<file path="config.mk">
export PLATFORM = sky130hd
export DESIGN_NAME = icg_enable_ctrl
export DESIGN_NICKNAME = d
export VERILOG_FILES = /design/src/rtl/icg_enable_ctrl.sv
export SDC_FILE = /design/constraint.sdc
export NUM_CORES = 1
export LEC_CHECK = 0
export CAP_MARGIN = 20
export CELL_PAD_IN_SITES_DETAIL_PLACEMENT = 0
export CELL_PAD_IN_SITES_GLOBAL_PLACEMENT = 1
export CORE_ASPECT_RATIO = 1.1
export CORE_UTILIZATION = 32
export CTS_BUF_LIST = sky130_fd_sc_hd__clkbuf_8
export DETAILED_ROUTE_END_ITERATION = 10
export PLACE_DENSITY = 0.73
export REMOVE_ABC_BUFFERS = 1
export SLEW_MARGIN = 20
export SYNTH_ARGS = -nofsm -noshare
export SYNTH_HDL_FRONTEND = slang
export SYNTH_SLANG_ARGS = --single-unit
</file>
<file path="constraint.sdc">
create_clock -name CLK -period 2.26 [get_ports CLK]
set_clock_uncertainty 0.1 [all_clocks]
set_input_delay 0.226 -clock CLK [delete_from_list [all_inputs] [get_ports CLK]]
set_output_delay 0.226 -clock CLK [all_outputs]
set_load 0.02 [all_outputs]
</file>
<file path="src/rtl/icg_enable_ctrl.sv">
// rtl/icg_enable_ctrl.sv - enable-side controller for a positive-edge ICG cell
//
// Watches block activity and decides when the downstream clock may be gated.
// E is a flop output driving the ICG E pin directly. Because E only ever
// changes on a CLK rising edge and the ICG latch is transparent while CLK is
// low, E is settled long before capture and cannot glitch the gated clock.
// Wake-up uses a four-phase WAKE_REQ/WAKE_ACK handshake. TE forces the clock
// running for scan.
//
// Ports:
//   CLK       in   ungated always-on clock, rising edge
//   RST       in   asynchronous active-high reset
//   BUSY      in   gated-domain activity, synchronous to CLK
//   WAKE_REQ  in   four-phase wake request, held until WAKE_ACK=1
//   TE        in   test/scan enable, forces the clock ungated
//   E         out  registered enable to the ICG E pin
//   WAKE_ACK  out  registered wake acknowledge
//   GATED     out  registered status, 1 while the clock is gated
//
// Parameters:
//   IDLE_CYCLES  consecutive idle samples before gating (>= 1)
//   WAKE_CYCLES  cycles E is held high in WAKE before returning to RUN (>= 1)
//   CNT_W        counter width, 2**CNT_W > max(IDLE_CYCLES, WAKE_CYCLES)

module icg_enable_ctrl #(
  parameter int IDLE_CYCLES = 16,
  parameter int WAKE_CYCLES = 2,
  parameter int CNT_W       = 8
) (
  input  logic CLK,
  input  logic RST,
  input  logic BUSY,
  input  logic WAKE_REQ,
  input  logic TE,
  output logic E,
  output logic WAKE_ACK,
  output logic GATED
);

  typedef enum logic [1:0] {
    ST_RUN  = 2'd0,
    ST_OFF  = 2'd1,
    ST_WAKE = 2'd2
  } state_t;

  localparam logic [CNT_W-1:0] IDLE_LAST = CNT_W'(IDLE_CYCLES - 1);
  localparam logic [CNT_W-1:0] WAKE_LAST = CNT_W'(WAKE_CYCLES - 1);
  localparam logic [CNT_W-1:0] CNT_ONE   = CNT_W'(1);
  localparam logic [CNT_W-1:0] CNT_ZERO  = '0;

  state_t           state;
  state_t           state_nxt;
  logic [CNT_W-1:0] cnt;
  logic [CNT_W-1:0] cnt_nxt;
  logic             act;
  logic             e_nxt;
  logic             ack_nxt;
  logic             gated_nxt;

  // A pending wake request counts as activity, so the idle counter stays
  // cleared for as long as WAKE_REQ is held in RUN.
  assign act = BUSY | WAKE_REQ;

  // Next-state and counter logic. The single counter is shared between the
  // idle count (RUN) and the wake hold (WAKE); it is cleared on every state
  // change and only ever compared against its own limit, so it never wraps.
  always_comb begin
    state_nxt = state;
    cnt_nxt   = cnt;

    case (state)
      ST_RUN: begin
        if (act) begin
          // Activity on the threshold cycle still wins over gating.
          cnt_nxt = CNT_ZERO;
        end else if (cnt == IDLE_LAST) begin
          state_nxt = ST_OFF;
          cnt_nxt   = CNT_ZERO;
        end else begin
          cnt_nxt = cnt + CNT_ONE;
        end
      end

      ST_OFF: begin
        if (act) begin
          state_nxt = ST_WAKE;
          cnt_nxt   = CNT_ZERO;
        end
      end

      ST_WAKE: begin
        // Not abortable: activity dropping here still completes to RUN.
        if (cnt == WAKE_LAST) begin
          state_nxt = ST_RUN;
          cnt_nxt   = CNT_ZERO;
        end else begin
          cnt_nxt = cnt + CNT_ONE;
        end
      end

      default: begin
        state_nxt = ST_RUN;
        cnt_nxt   = CNT_ZERO;
      end
    endcase

    // Scan override: run the clock and restart the idle count afterwards.
    if (TE) begin
      state_nxt = ST_RUN;
      cnt_nxt   = CNT_ZERO;
    end
  end

  // Output values are derived from the next state so that every output is a
  // flop and still lines up with the state it describes.
  always_comb begin
    e_nxt     = (state_nxt != ST_OFF);
    gated_nxt = (state_nxt == ST_OFF);
    ack_nxt   = WAKE_REQ & (state_nxt == ST_RUN);
  end

  always_ff @(posedge CLK or posedge RST) begin
    if (RST) begin
      state    <= ST_RUN;
      cnt      <= CNT_ZERO;
      E        <= 1'b1;
      WAKE_ACK <= 1'b0;
      GATED    <= 1'b0;
    end else begin
      state    <= state_nxt;
      cnt      <= cnt_nxt;
      E        <= e_nxt;
      WAKE_ACK <= ack_nxt;
      GATED    <= gated_nxt;
    end
  end

  // Unknown activity inputs would make the gating decision meaningless.
  a_inputs_known: assert property (
    @(posedge CLK) disable iff (RST) !$isunknown({BUSY, WAKE_REQ, TE})
  );

endmodule

</file>
==> impl_results.html, run 1 <==
<table>
<tr><th>Metric</th><th>Value</th></tr>
<tr><th colspan="2">Critical path</th></tr>
<tr><td>CP max-delay cell</td><td>dfrtp_1</td></tr>
<tr><td>Startpoint of the worst-slack reg-to-reg timing path</td><td>cnt[1]</td></tr>
<tr><td>Crit path largest cell delay</td><td>0.40 ns</td></tr>
<tr><td>Worst Path Required</td><td>2.27 ns</td></tr>
<tr><td>Worst-path fanout max</td><td>6</td></tr>
<tr><td>Worst reg-to-reg setup slack</td><td>0.36 ns</td></tr>
<tr><td>Endpoint kind of the worst setup timing path</td><td>register</td></tr>
<tr><td>Worst Reg2Reg Path Length in Cells</td><td>7</td></tr>
<tr><td>Crit-path cells</td><td>inv_1 -&gt; ha_1 -&gt; nor3b_1 -&gt; a2111oi_2 -&gt; buf_4 -&gt; nor2_1 -&gt; o22ai_1</td></tr>
<tr><td>Arrival time reported for the critical path endpoint</td><td>1.91 ns</td></tr>
<tr><td>Crit start category</td><td>register</td></tr>
<tr><td>Critical R2R Capture</td><td>cnt[1]</td></tr>
<tr><td>Path type of the worst setup path</td><td>reg2reg</td></tr>
<tr><th colspan="2">Global route</th></tr>
<tr><td>Combined global-route utilization of all metal layers</td><td>14.92%</td></tr>
<tr><td>Pin count of the biggest net entering global routing</td><td>14</td></tr>
<tr><td>Global Route met1 Usage</td><td>18.79%</td></tr>
<tr><td>GRT Max-Usage Layer</td><td>met2</td></tr>
<tr><td>Number of global-route vias before repair</td><td>589</td></tr>
<tr><td>Number of antenna violations at the first check in global routing</td><td>0</td></tr>
<tr><td>Remaining Overflow, GRT</td><td>0</td></tr>
<tr><td>First-pass GRT wire length</td><td>2580 µm</td></tr>
<tr><td>Met2 Track Usage GR</td><td>23.65%</td></tr>
<tr><td>Met3 track demand over resource</td><td>3.103%</td></tr>
<tr><th colspan="2">Cells and area</th></tr>
<tr><td>Most common cell after layout, fill and taps aside</td><td>dfrtp_1</td></tr>
<tr><td>Area added between synthesis and finish</td><td>22.84%</td></tr>
<tr><td>Count of placed standard cells in the final layout, fillers left out</td><td>119</td></tr>
<tr><td>Footprint of the flip-flops and latches</td><td>326.6 µm²</td></tr>
<tr><td>Count of fill cells added during filler insertion</td><td>229</td></tr>
<tr><td>Share of layout cells above drive strength 1</td><td>13.19%</td></tr>
<tr><td>Post-layout net count</td><td>99</td></tr>
<tr><td>Combined area of the multi-input logic cells</td><td>390.4 µm²</td></tr>
<tr><td>Most used cells in the layout excluding fill and tap cells</td><td>12 x dfrtp_1, 10 x nand2_1, 7 x nor2_1, 7 x clkdlybuf4s50_1, 6 x inv_1</td></tr>
<tr><td>Antenna fix cells</td><td>0</td></tr>
<tr><th colspan="2">Routing</th></tr>
<tr><td>Total DRC errors in the routed layout</td><td>0</td></tr>
<tr><td>Detailed-route wire length</td><td>1486 µm</td></tr>
<tr><td>Wire length per cell after detailed routing</td><td>12.49 µm</td></tr>
<tr><td>1st-pass router iterations</td><td>4</td></tr>
<tr><td>Violation count after the first detailed-route iteration</td><td>16</td></tr>
<tr><td>Via count normalized by instance count</td><td>5.235</td></tr>
<tr><td>Residual antenna-violating net count after detailed routing</td><td>0</td></tr>
<tr><td>Via count</td><td>623</td></tr>
<tr><th colspan="2">Yosys</th></tr>
<tr><td>Count of flip-flops with a built-in enable after synthesis</td><td>0</td></tr>
<tr><td>Synth async-reset ratio</td><td>100.0%</td></tr>
<tr><td>Post-synthesis cell count</td><td>78</td></tr>
<tr><td>Number of storage elements in the synthesis netlist</td><td>13</td></tr>
<tr><td>Synthesized cell area</td><td>739.5 µm²</td></tr>
<tr><td>Most frequently used flop master after synthesis</td><td>dfrtp_1</td></tr>
<tr><td>Count of synthesis-stage warnings from yosys</td><td>0</td></tr>
<tr><td>Post-Syn Area per Cell</td><td>9.480 µm²</td></tr>
<tr><td>Unique masters post-synth</td><td>31</td></tr>
<tr><td>Register area share after synthesis</td><td>44.16%</td></tr>
<tr><th colspan="2">Floorplan</th></tr>
<tr><td>Initial Util</td><td>35.47%</td></tr>
<tr><td>Area of the placeable core</td><td>0.002085 mm²</td></tr>
<tr><td>Die outline area</td><td>0.002507 mm²</td></tr>
<tr><td># IOs</td><td>8</td></tr>
<tr><td>Height of the die</td><td>52.42 µm</td></tr>
<tr><td>Die width</td><td>47.84 µm</td></tr>
<tr><td>Num rows</td><td>17</td></tr>
<tr><th colspan="2">Clocking</th></tr>
<tr><td>CTS clock-pin slew for the worst setup and hold paths</td><td>0.05 ns</td></tr>
<tr><td>Number of buffers inserted during clock tree synthesis</td><td>3</td></tr>
<tr><td>CTS HTree Levels</td><td>1</td></tr>
<tr><td>CTS root buffer</td><td>clkbuf_8</td></tr>
<tr><td>CTS tree</td><td>yes</td></tr>
<tr><td>Post-CTS Setup Inserts</td><td>0</td></tr>
<tr><td>Number of buffers inserted by hold repair at cts</td><td>0</td></tr>
<tr><td>Clock latency on the worst-skew pair</td><td>0.24 ns</td></tr>
<tr><td># clock sinks</td><td>13</td></tr>
<tr><td>Number of gates resized after CTS</td><td>0</td></tr>
<tr><td>Worst-case clock buffer depth</td><td>2</td></tr>
<tr><th colspan="2">STA</th></tr>
<tr><td>RSZ-0062 raised after global routing</td><td>no</td></tr>
<tr><td>Slew headroom</td><td>66.58%</td></tr>
<tr><td>Worst Tran Pin Value</td><td>0.5008 ns</td></tr>
<tr><td>Final total negative setup slack</td><td>0 ns</td></tr>
<tr><td>Achievable frequency</td><td>525.9 MHz</td></tr>
<tr><td>Final Hold Fails</td><td>0</td></tr>
<tr><td>Number of slew-limit violations in the final report</td><td>0</td></tr>
<tr><td>Setup violators final</td><td>0</td></tr>
<tr><td>Post-route minimum period</td><td>1.902 ns</td></tr>
<tr><td>Share of the clock period used by the worst path after layout</td><td>84.14%</td></tr>
<tr><th colspan="2">Outcome</th></tr>
<tr><td>Result of the run</td><td>completed</td></tr>
<tr><th colspan="2">Placement</th></tr>
<tr><td>Final Wtd Congestion</td><td>0.7137</td></tr>
<tr><td>Number of buffer cells added on primary ports</td><td>7</td></tr>
<tr><td>Post-placement cell count</td><td>115</td></tr>
<tr><td>Detailed-placement wirelength estimate</td><td>1141 µm</td></tr>
<tr><th colspan="2">Flow run</th></tr>
<tr><td>Maxcap violations</td><td>0</td></tr>
<tr><th colspan="2">Pwr</th></tr>
<tr><td>Pleak</td><td>0.3675 nW</td></tr>
<tr><td>Total power consumption of the routed design</td><td>0.5344 mW</td></tr>
<tr><td>Worst vdd rail ir drop</td><td>0.0003624 V</td></tr>
<tr><td>Pwr dens</td><td>588.3 mW/mm²</td></tr>
<tr><th colspan="2">Hold path</th></tr>
<tr><td>Classification of the worst-slack hold path</td><td>in2async</td></tr>
</table>
==> cells in the mapped netlist (2+ instances only) <==
master     n  area share, %
dfrtp_1   12             41
nand2_1   10            5.1
nor2_1     7            3.6
inv_1      5            2.5
a21oi_1    4            2.7
a211oi_1   3            3.0
nand3_1    3            2.0
nor3_1     3            2.0
ha_1       2            3.4
nor2b_1    2            1.7
o211ai_1   2            2.0
o21a_1     2            2.0
o21ai_0    2            1.4
o22ai_1    2            1.7
or3_1      2            1.7
xnor2_1    2            2.4
==> worst max-delay path by stage <==
| stage | from | to | slack (ns) | depth (start not counted) |
|---|---|---|---|---|
| floorplan | cnt[0] | cnt[3] | 0.47 | 5 |
| global placement | TE | cnt[6] | 0.30 | 5 |
| detailed placement | TE | cnt[3] | 0.26 | 5 |
| CTS | cnt[1] | cnt[1] | 0.35 | 7 |
| global route | cnt[1] | cnt[1] | 0.18 | 7 |
| finish | cnt[1] | cnt[1] | 0.36 | 7 |
==> through the flow <==
step           worst slack [ns]  hold WS (ns)  utilization (%)  area, µm²
2_1_floorplan            0.4729      0.002243                -      735.7
3_3_place_gp             0.3017        0.4323            41.42      863.3
3_5_place_dp             0.2643        0.4371            41.42      863.3
4_1_cts                  0.3462        0.2465            43.58      908.4
5_1_grt                  0.1832        0.2751            43.58      908.4
6_report                 0.3584        0.2138            43.58      908.4
==> registers in the layout (all words and copies together) (netlist names) <==
name and cells:
E 1, GATED 1, WAKE_ACK 1, cnt 8, state 2
==> routing by layer <==
layer  wire length [µm]  vias to the layer above
met5                  0                        -
met3                 51                        4
met2                760                       11
li1                   -                      305
met4                 24                        0
met1                650                      303
==> worst max-delay path, delay by kind of cell (launching register included) <==
kind	cells	cell delay [ns]
simple gates	2	0.61
buf+inv	2	0.25
fa+ha+maj	1	0.15
compound gates	2	0.26
flops	1	0.40
==> layout make-up <==
type                    count  area share, %
clock buffers               3          4.545
flip-flops and latches     13          35.95
clock inverters             1         0.4132
repair buffers             10          10.19
multi-input cells          59          42.98
well taps                  28          3.857
inverters                   5          2.066
==> where the power goes <==
group / switching, mW / internal (mW) / total (mW)
combinational: 0.0398 / 0.0329 / 0.0727
clock: 0.0830 / 0.120 / 0.203
sequential: 0.0141 / 0.245 / 0.259
total: 0.137 / 0.397 / 0.534
==> cell families (layout without fill, tap and decap cells) <==
family / Yosys count / after routing / share of synthesized area, %
AND/OR/NAND/NOR: 34 / 34 / 25.04
AO/OA/AOI/OAI: 21 / 21 / 21.99
flip-flops: 13 / 13 / 44.16
buffers and inverters: 6 / 19 / 3.045
adder cells (fa/ha/maj): 2 / 2 / 3.384
XOR/XNOR: 2 / 2 / 2.369
Note: power is estimated with default switching activity, not from simulation.
==> inputs of run 2 (changes only) <==
==> constraint.sdc (replaced) <==
create_clock -name CLK -period 1.95 [get_ports CLK]
set_clock_uncertainty 0.1 [all_clocks]
set_input_delay 0.195 -clock CLK [delete_from_list [all_inputs] [get_ports CLK]]
set_output_delay 0.195 -clock CLK [all_outputs]
set_load 0.02 [all_outputs]
==> impl_results.html, run 2 (synthesized netlist as in run 1, its figures left out) <==
<table>
<tr><th>Metric</th><th>Value</th></tr>
<tr><th colspan="2">Outcome</th></tr>
<tr><td>Result of the run</td><td>completed</td></tr>
<tr><th colspan="2">Placement</th></tr>
<tr><td>Final Wtd Congestion</td><td>0.7356 (+3.1%)</td></tr>
<tr><td>Detailed-placement wirelength estimate</td><td>1219 µm (+6.8%)</td></tr>
<tr><td>Instance area at placement</td><td>900.9 µm² (+4.3%)</td></tr>
<tr><td>Number of buffer cells added on primary ports</td><td>7 (unchanged)</td></tr>
<tr><td>Post-placement cell count</td><td>120 (+4.3%)</td></tr>
<tr><th colspan="2">Cells and area</th></tr>
<tr><td>Antenna fix cells</td><td>0 (unchanged)</td></tr>
<tr><td>Final core occ</td><td>46.34% (+2.8 points)</td></tr>
<tr><td>Footprint of the flip-flops and latches</td><td>326.6 µm² (unchanged)</td></tr>
<tr><td>Count of fill cells added during filler insertion</td><td>227 (-0.87%)</td></tr>
<tr><td>Post-layout net count</td><td>105 (+6.1%)</td></tr>
<tr><td>Most used cells in the layout excluding fill and tap cells</td><td>12 x dfrtp_1, 10 x nand2_1, 9 x buf_4</td></tr>
<tr><td>Share of layout cells above drive strength 1</td><td>18.56% (+5.4 points)</td></tr>
<tr><td>Biggest regs</td><td>cnt x8, state x2</td></tr>
<tr><td>Most common cell after layout, fill and taps aside</td><td>dfrtp_1</td></tr>
<tr><td>Register with the most flip-flops</td><td>cnt</td></tr>
<tr><td>Summed area of non-filler cells in the final layout</td><td>965.9 µm² (+6.3%)</td></tr>
<tr><td>Combined area of the multi-input logic cells</td><td>402.9 µm² (+3.2%)</td></tr>
<tr><td>Area added between synthesis and finish</td><td>30.63%</td></tr>
<tr><td>Count of placed standard cells in the final layout, fillers left out</td><td>125 (+5.0%)</td></tr>
<tr><td>Number of flip-flops under the largest register name</td><td>8 (unchanged)</td></tr>
<tr><th colspan="2">Flow run</th></tr>
<tr><td>Maxcap violations</td><td>0 (unchanged)</td></tr>
<tr><th colspan="2">Hold path</th></tr>
<tr><td>Classification of the worst-slack hold path</td><td>in2async</td></tr>
<tr><th colspan="2">Clocking</th></tr>
<tr><td>Clock latency on the worst-skew pair</td><td>0.25 ns (about the same)</td></tr>
<tr><td>CTS root buffer</td><td>clkbuf_8</td></tr>
<tr><td>CTS clock-pin slew for the worst setup and hold paths</td><td>0.06 ns (about the same)</td></tr>
<tr><td>Number of buffers inserted during clock tree synthesis</td><td>3 (unchanged)</td></tr>
<tr><td>CTS HTree Levels</td><td>1 (unchanged)</td></tr>
<tr><td>Worst-case clock buffer depth</td><td>2 (unchanged)</td></tr>
<tr><td>CTS tree</td><td>yes</td></tr>
<tr><td># clock sinks</td><td>13 (unchanged)</td></tr>
<tr><th colspan="2">Routing</th></tr>
<tr><td>Wire length per cell after detailed routing</td><td>12.98 µm (+4.0%)</td></tr>
<tr><td>Residual antenna-violating net count after detailed routing</td><td>0 (unchanged)</td></tr>
<tr><td>1st-pass router iterations</td><td>4 (unchanged)</td></tr>
<tr><td>Total DRC errors in the routed layout</td><td>0 (unchanged)</td></tr>
<tr><td>Via count</td><td>639 (+2.6%)</td></tr>
<tr><td>Via count normalized by instance count</td><td>5.112 (-2.4%)</td></tr>
<tr><td>Detailed-route wire length</td><td>1623 µm (+9.2%)</td></tr>
<tr><td>Violation count after the first detailed-route iteration</td><td>5 (-11)</td></tr>
<tr><th colspan="2">STA</th></tr>
<tr><td>Fin Hold WS</td><td>0.1823 ns (-0.03148 ns)</td></tr>
<tr><td>Number of slew-limit violations in the final report</td><td>0 (unchanged)</td></tr>
<tr><td>Share of the clock period used by the worst path after layout</td><td>94.00% (+9.9 points)</td></tr>
<tr><td>Final Hold Fails</td><td>0 (unchanged)</td></tr>
<tr><td>Worst Tran Pin Value</td><td>0.5132 ns (+0.01248 ns)</td></tr>
<tr><td>Setup violators final</td><td>0 (unchanged)</td></tr>
<tr><td>Achievable frequency</td><td>545.5 MHz (+3.7%)</td></tr>
<tr><td>Final total negative setup slack</td><td>0 ns (unchanged)</td></tr>
<tr><td>Slew headroom</td><td>65.75% (-0.83 points)</td></tr>
<tr><td>Post-route minimum period</td><td>1.833 ns (-0.06852 ns)</td></tr>
<tr><td>RSZ-0062 raised after global routing</td><td>no</td></tr>
<tr><th colspan="2">Global route</th></tr>
<tr><td>Met3 track demand over resource</td><td>3.103% (unchanged)</td></tr>
<tr><td>Global Route met1 Usage</td><td>19.87% (+1.1 points)</td></tr>
<tr><td>Met2 Track Usage GR</td><td>26.80% (+3.2 points)</td></tr>
<tr><td>Remaining Overflow, GRT</td><td>0 (unchanged)</td></tr>
<tr><td>Number of antenna violations at the first check in global routing</td><td>0 (unchanged)</td></tr>
<tr><td>Number of global-route vias before repair</td><td>630 (+7.0%)</td></tr>
<tr><td>GRT Max-Usage Layer</td><td>met2</td></tr>
<tr><td>Pin count of the biggest net entering global routing</td><td>14 (unchanged)</td></tr>
<tr><td>First-pass GRT wire length</td><td>2780 µm (+7.8%)</td></tr>
<tr><td>Combined global-route utilization of all metal layers</td><td>16.85% (+1.9 points)</td></tr>
<tr><th colspan="2">Floorplan</th></tr>
<tr><td>Die outline area</td><td>0.002507 mm² (unchanged)</td></tr>
<tr><td>Initial Util</td><td>35.47% (unchanged)</td></tr>
<tr><td>Die width</td><td>47.84 µm (unchanged)</td></tr>
<tr><td>Height of the die</td><td>52.42 µm (unchanged)</td></tr>
<tr><td>Num rows</td><td>17 (unchanged)</td></tr>
<tr><td># IOs</td><td>8 (unchanged)</td></tr>
<tr><td>Area of the placeable core</td><td>0.002085 mm² (unchanged)</td></tr>
<tr><th colspan="2">Pwr</th></tr>
<tr><td>Combinational cell fraction of total power</td><td>19.9% (+6.3 points)</td></tr>
<tr><td>Share of total power in sequential cells</td><td>43.7% (-4.7 points)</td></tr>
<tr><td>Worst vdd rail ir drop</td><td>0.0004794 V (+32%)</td></tr>
<tr><td>Pleak</td><td>0.3992 nW (+8.6%)</td></tr>
<tr><td>Internal Pwr Total</td><td>0.4901 mW (+23%)</td></tr>
<tr><td>Power spent charging and discharging nets</td><td>0.1767 mW (+29%)</td></tr>
<tr><td>Pwr dens</td><td>690.3 mW/mm² (+17%)</td></tr>
<tr><td>Net switching fraction of the power</td><td>26.50% (+0.88 points)</td></tr>
<tr><td>Clock share of power</td><td>36.4% (-1.6 points)</td></tr>
<tr><th colspan="2">Critical path</th></tr>
<tr><td>Worst-path fanout max</td><td>6 (unchanged)</td></tr>
<tr><td>Arrival time reported for the critical path endpoint</td><td>1.91 ns (about the same)</td></tr>
<tr><td>Worst Path Required</td><td>2.02 ns (-0.25 ns)</td></tr>
<tr><td>Endpoint kind of the worst setup timing path</td><td>register</td></tr>
<tr><td>Crit start category</td><td>register</td></tr>
<tr><td>Path type of the worst setup path</td><td>reg2reg</td></tr>
</table>
==> run 2: cell count changes in the layout (fill, tap and decap cells not counted), sizes merged <==
cell	before	now
buf	3	9
==> run 2: critical path, stage by stage (launching register included) <==
cell      delay (ns)
dfrtp_1         0.38
buf_4           0.15
ha_1            0.22
and3_1          0.24
a211oi_4        0.36
nor2_1          0.13
o211ai_2        0.17
==> run 2: timing repair <==
| action | in CTS | in global routing |
|---|---|---|
| resized for setup | 0 | 1 |
| endpoints found under the setup margin | 0 | 5 |
| buffers inserted | 0 | 1 |
| hold buffers | 0 | 0 |
| endpoints found under the hold margin | 0 | 0 |
==> run 2: final cells by class <==
| class | count | area share (%) |
|---|---|---|
| Sequential cell | 13 | 33.81 |
| Clock inverter | 1 | 0.3886 |
| Timing Repair Buffer | 16 | 14.25 |
| Inverter | 5 | 1.943 |
| Tap cell | 28 | 3.627 |
| Clock buffer | 3 | 4.275 |
| Multi-Input combinational cell | 59 | 41.71 |
==> run 2: final timing paths <==
path | from | end | slack [ns] | cells past startpoint
max in group asynchronous | RST | E | 1.21 | 2
worst max-delay path | cnt[0] | cnt[3] | 0.12 | 6
worst min register to register | cnt[1] | cnt[1] | 0.48 | 2
worst min-delay path | RST | WAKE_ACK | 0.18 | 2
min in group CLK | cnt[1] | cnt[1] | 0.48 | 2
worst max register to register | cnt[0] | cnt[3] | 0.12 | 6
==> run 2: power by group through the flow <==
stage	clock [mW]	sequential, mW	combinational (mW)
floorplan	0	0.302	0.0541
global placement	0	0.295	0.126
detailed placement	0	0.297	0.128
CTS	0.251	0.292	0.129
global route	0.266	0.293	0.150
finish	0.243	0.291	0.133
==> run 2: routing by layer <==
metal | vias up | part of all wire (%)
met5 | - | 0
met4 | 0 | 2.2
met3 | 3 | 2.6
met2 | 14 | 53
met1 | 303 | 42
li1 | 319 | -
==> run 2: stage by stage <==
stage / power [mW] / worst slack (ns)
after global routing: 0.7083 / 0.006691
after global placement: 0.4211 / 0.03472
after detailed placement: 0.4246 / -0.004921
after CTS: 0.6721 / 0.04914
final: 0.6668 / 0.1169
after floorplan: 0.3561 / 0.1629
==> inputs of run 3 (changes only) <==
--- a/config.mk
+++ b/config.mk
@@ -5,14 +5,13 @@
 export SDC_FILE = /design/constraint.sdc
 export NUM_CORES = 1
 export LEC_CHECK = 0
-export CAP_MARGIN = 20
 export CELL_PAD_IN_SITES_DETAIL_PLACEMENT = 0
 export CELL_PAD_IN_SITES_GLOBAL_PLACEMENT = 1
 export CORE_ASPECT_RATIO = 1.1
 export CORE_UTILIZATION = 32
 export CTS_BUF_LIST = sky130_fd_sc_hd__clkbuf_8
 export DETAILED_ROUTE_END_ITERATION = 10
-export PLACE_DENSITY = 0.73
+export PLACE_DENSITY = 0.76
 export REMOVE_ABC_BUFFERS = 1
 export SLEW_MARGIN = 20
 export SYNTH_ARGS = -nofsm -noshare
==> constraint.sdc (replaced) <==
create_clock -name CLK -period 1.65 [get_ports CLK]
set_clock_uncertainty 0.1 [all_clocks]
set_input_delay 0.165 -clock CLK [delete_from_list [all_inputs] [get_ports CLK]]
set_output_delay 0.165 -clock CLK [all_outputs]
set_load 0.02 [all_outputs]
==> impl_results.html, run 3 (synthesized netlist as in run 1, its figures left out) <==
<table>
<tr><th>Metric</th><th>Value</th></tr>
<tr><th colspan="2">Floorplan</th></tr>
<tr><td>Area of the placeable core</td><td>0.002085 mm² (unchanged)</td></tr>
<tr><td>Die outline area</td><td>0.002507 mm² (unchanged)</td></tr>
<tr><td>Initial Util</td><td>35.47% (unchanged)</td></tr>
<tr><td>Die width</td><td>47.84 µm (unchanged)</td></tr>
<tr><td># IOs</td><td>8 (unchanged)</td></tr>
<tr><td>Num rows</td><td>17 (unchanged)</td></tr>
<tr><td>Height of the die</td><td>52.42 µm (unchanged)</td></tr>
<tr><th colspan="2">Critical path</th></tr>
<tr><td>Endpoint kind of the worst setup timing path</td><td>register</td></tr>
<tr><td>Path type of the worst setup path</td><td>reg2reg</td></tr>
<tr><td>Arrival time reported for the critical path endpoint</td><td>1.72 ns (-0.19 ns)</td></tr>
<tr><td>Crit-path cells</td><td>ha_2 -&gt; nor3b_4 -&gt; a2111oi_4 -&gt; buf_4 -&gt; o21bai_1 -&gt; a22oi_1</td></tr>
<tr><td>Top delay family on crit path</td><td>compound AO/OA/AOI/OAI gates</td></tr>
<tr><td>Worst Reg2Reg Path Length in Cells</td><td>6 (unchanged)</td></tr>
<tr><td>Worst-path fanout max</td><td>6 (unchanged)</td></tr>
<tr><td>Startpoint of the worst-slack reg-to-reg timing path</td><td>cnt[0]</td></tr>
<tr><td>CP max-delay cell</td><td>dfrtp_1</td></tr>
<tr><td>Critical R2R Capture</td><td>cnt[6]</td></tr>
<tr><td>Crit path largest cell delay</td><td>0.39 ns (about the same)</td></tr>
<tr><td>Worst Path Required</td><td>1.72 ns (-0.30 ns)</td></tr>
<tr><td>Worst path buffer plus inverter count</td><td>1 (unchanged)</td></tr>
<tr><td>Worst reg-to-reg setup slack</td><td>0.003 ns (-0.11 ns)</td></tr>
<tr><td>Crit start category</td><td>register</td></tr>
<tr><th colspan="2">Flow run</th></tr>
<tr><td>Maxcap violations</td><td>0 (unchanged)</td></tr>
<tr><th colspan="2">Routing</th></tr>
<tr><td>Wire length per cell after detailed routing</td><td>12.24 µm (-5.7%)</td></tr>
<tr><td>Residual antenna-violating net count after detailed routing</td><td>0 (unchanged)</td></tr>
<tr><td>Violation count after the first detailed-route iteration</td><td>11 (+6)</td></tr>
<tr><td>1st-pass router iterations</td><td>5 (+1)</td></tr>
<tr><td>Via count normalized by instance count</td><td>4.971 (-2.8%)</td></tr>
<tr><td>Total DRC errors in the routed layout</td><td>0 (unchanged)</td></tr>
<tr><td>Via count</td><td>691 (+8.1%)</td></tr>
<tr><td>Detailed-route wire length</td><td>1702 µm (+4.9%)</td></tr>
<tr><th colspan="2">Global route</th></tr>
<tr><td>Number of antenna violations at the first check in global routing</td><td>0 (unchanged)</td></tr>
<tr><td>Pin count of the biggest net entering global routing</td><td>14 (unchanged)</td></tr>
<tr><td>First-pass GRT wire length</td><td>2822 µm (+1.5%)</td></tr>
<tr><td>Number of global-route vias before repair</td><td>670 (+6.3%)</td></tr>
<tr><td>Combined global-route utilization of all metal layers</td><td>16.68% (-0.17 points)</td></tr>
<tr><td>Remaining Overflow, GRT</td><td>0 (unchanged)</td></tr>
<tr><th colspan="2">Clocking</th></tr>
<tr><td>CTS tree</td><td>yes</td></tr>
<tr><td># clock sinks</td><td>13 (unchanged)</td></tr>
<tr><td>Worst-case clock buffer depth</td><td>2 (unchanged)</td></tr>
<tr><td>Clock latency on the worst-skew pair</td><td>0.25 ns (about the same)</td></tr>
<tr><td>Number of buffers inserted by hold repair at cts</td><td>0 (unchanged)</td></tr>
<tr><td>CTS clock-pin slew for the worst setup and hold paths</td><td>0.06 ns (about the same)</td></tr>
<tr><td>CTS root buffer</td><td>clkbuf_8</td></tr>
<tr><td>CTS HTree Levels</td><td>1 (unchanged)</td></tr>
<tr><td>Number of buffers inserted during clock tree synthesis</td><td>3 (unchanged)</td></tr>
<tr><th colspan="2">Cells and area</th></tr>
<tr><td>Final core occ</td><td>54.02% (+7.7 points)</td></tr>
<tr><td>Biggest regs</td><td>cnt x8, state x2</td></tr>
<tr><td>Most used cells in the layout excluding fill and tap cells</td><td>22 x buf_4, 12 x dfrtp_1, 10 x nand2_1</td></tr>
<tr><td>Register with the most flip-flops</td><td>cnt</td></tr>
<tr><td>Count of fill cells added during filler insertion</td><td>208 (-8.4%)</td></tr>
<tr><td>Number of flip-flops under the largest register name</td><td>8 (unchanged)</td></tr>
<tr><td>Share of layout cells above drive strength 1</td><td>37.84% (+19 points)</td></tr>
<tr><td>Antenna fix cells</td><td>0 (unchanged)</td></tr>
<tr><td>Most common cell after layout, fill and taps aside</td><td>buf_4</td></tr>
<tr><td>Post-layout net count</td><td>119 (+13%)</td></tr>
<tr><td>Area added between synthesis and finish</td><td>52.28%</td></tr>
<tr><th colspan="2">Placement</th></tr>
<tr><td>Final Wtd Congestion</td><td>0.8238 (+12%)</td></tr>
<tr><td>Number of buffer cells added on primary ports</td><td>7 (unchanged)</td></tr>
<tr><td>Setup Slack @ Placement</td><td>-0.2842 ns (-0.2792 ns)</td></tr>
<tr><th colspan="2">STA</th></tr>
<tr><td>Slew headroom</td><td>66.03% (+0.28 points)</td></tr>
<tr><td>RSZ-0062 raised after global routing</td><td>yes</td></tr>
<tr><td>Fin Hold WS</td><td>0.1390 ns (-0.04328 ns)</td></tr>
<tr><td>Setup violators final</td><td>0 (unchanged)</td></tr>
<tr><td>Post-route minimum period</td><td>1.647 ns (-0.1864 ns)</td></tr>
<tr><td>Achievable frequency</td><td>607.3 MHz (+11%)</td></tr>
<tr><td>Number of slew-limit violations in the final report</td><td>0 (unchanged)</td></tr>
<tr><td>Final total negative setup slack</td><td>0 ns (unchanged)</td></tr>
<tr><td>Setup slack after layout</td><td>0.003328 ns (-0.1136 ns)</td></tr>
<tr><td>Final Hold Fails</td><td>0 (unchanged)</td></tr>
<tr><td>Worst Tran Pin Value</td><td>0.5090 ns (-0.004200 ns)</td></tr>
<tr><td>Share of the clock period used by the worst path after layout</td><td>99.80% (+5.8 points)</td></tr>
<tr><th colspan="2">Pwr</th></tr>
<tr><td>Worst vdd rail ir drop</td><td>0.0005453 V (+14%)</td></tr>
<tr><td>Pleak</td><td>0.4746 nW (+19%)</td></tr>
<tr><td>Pwr dens</td><td>774.7 mW/mm² (+12%)</td></tr>
<tr><th colspan="2">Outcome</th></tr>
<tr><td>Result of the run</td><td>completed</td></tr>
<tr><th colspan="2">Hold path</th></tr>
<tr><td>Classification of the worst-slack hold path</td><td>in2async</td></tr>
</table>
-- run 3: cell count changes in the layout (fill, tap and decap cells not counted), sizes merged --
cell           delta
clkdlybuf4s50     -1
buf              +14
dlygate4sd2       +1
-- run 3: worst max-delay path by stage --
stage / cells past startpoint / slack [ns] / to / from
after CTS: 6 / -0.005 / cnt[6] / cnt[1]
after floorplan: 5 / -0.14 / cnt[3] / cnt[0]
after detailed placement: 5 / -0.28 / cnt[3] / TE
after global routing: 6 / -0.08 / cnt[3] / cnt[7]
final: 6 / 0.003 / cnt[6] / cnt[0]
after global placement: 5 / -0.23 / cnt[3] / TE
-- run 3: final cells by class --
class | instances | area [µm²] | area share, %
inverters | 5 | 18.77 | 1.667
multi-input cells | 59 | 455.4 | 40.44
well taps | 28 | 35.03 | 3.111
clock inverters | 1 | 3.754 | 0.3333
repair buffers | 30 | 245.2 | 21.78
flip-flops and latches | 13 | 326.6 | 29.00
clock buffers | 3 | 41.29 | 3.667
-- run 3: stage by stage --
stage,std cells,cell area (µm²),power [mW]
after floorplan,77,735.7,0.4208
after global placement,132,991.0,0.5238
after detailed placement,132,991.0,0.5235
after CTS,136,1075,0.8538
after global routing,139,1126,0.9198
final,139,1126,0.8723
-- run 3: timing repair --
action,in CTS,in global routing
pin swaps,10,5
setup buffers,2,3
setup endpoints to repair,7,7
gates resized for setup,12,5
-- run 3: layer usage --
| metal | track usage (%) | routed length [µm] | vias to the layer above | share of wire, % |
|---|---|---|---|---|
| met5 | 0 | 0 | - | 0 |
| met4 | 9.722 | 40 | 0 | 2.4 |
| met3 | 4.138 | 69 | 5 | 4.1 |
| met2 | 25.68 | 861 | 17 | 51 |
| met1 | 20.39 | 731 | 321 | 43 |
| li1 | - | - | 348 | - |
-- run 3: power breakdown --
part           switching (mW)  leakage [nW]  internal, mW
Clock                   0.122        0.0269         0.165
Combinational           0.101         0.273         0.137
Sequential             0.0117         0.175         0.335
Total                   0.235         0.475         0.637
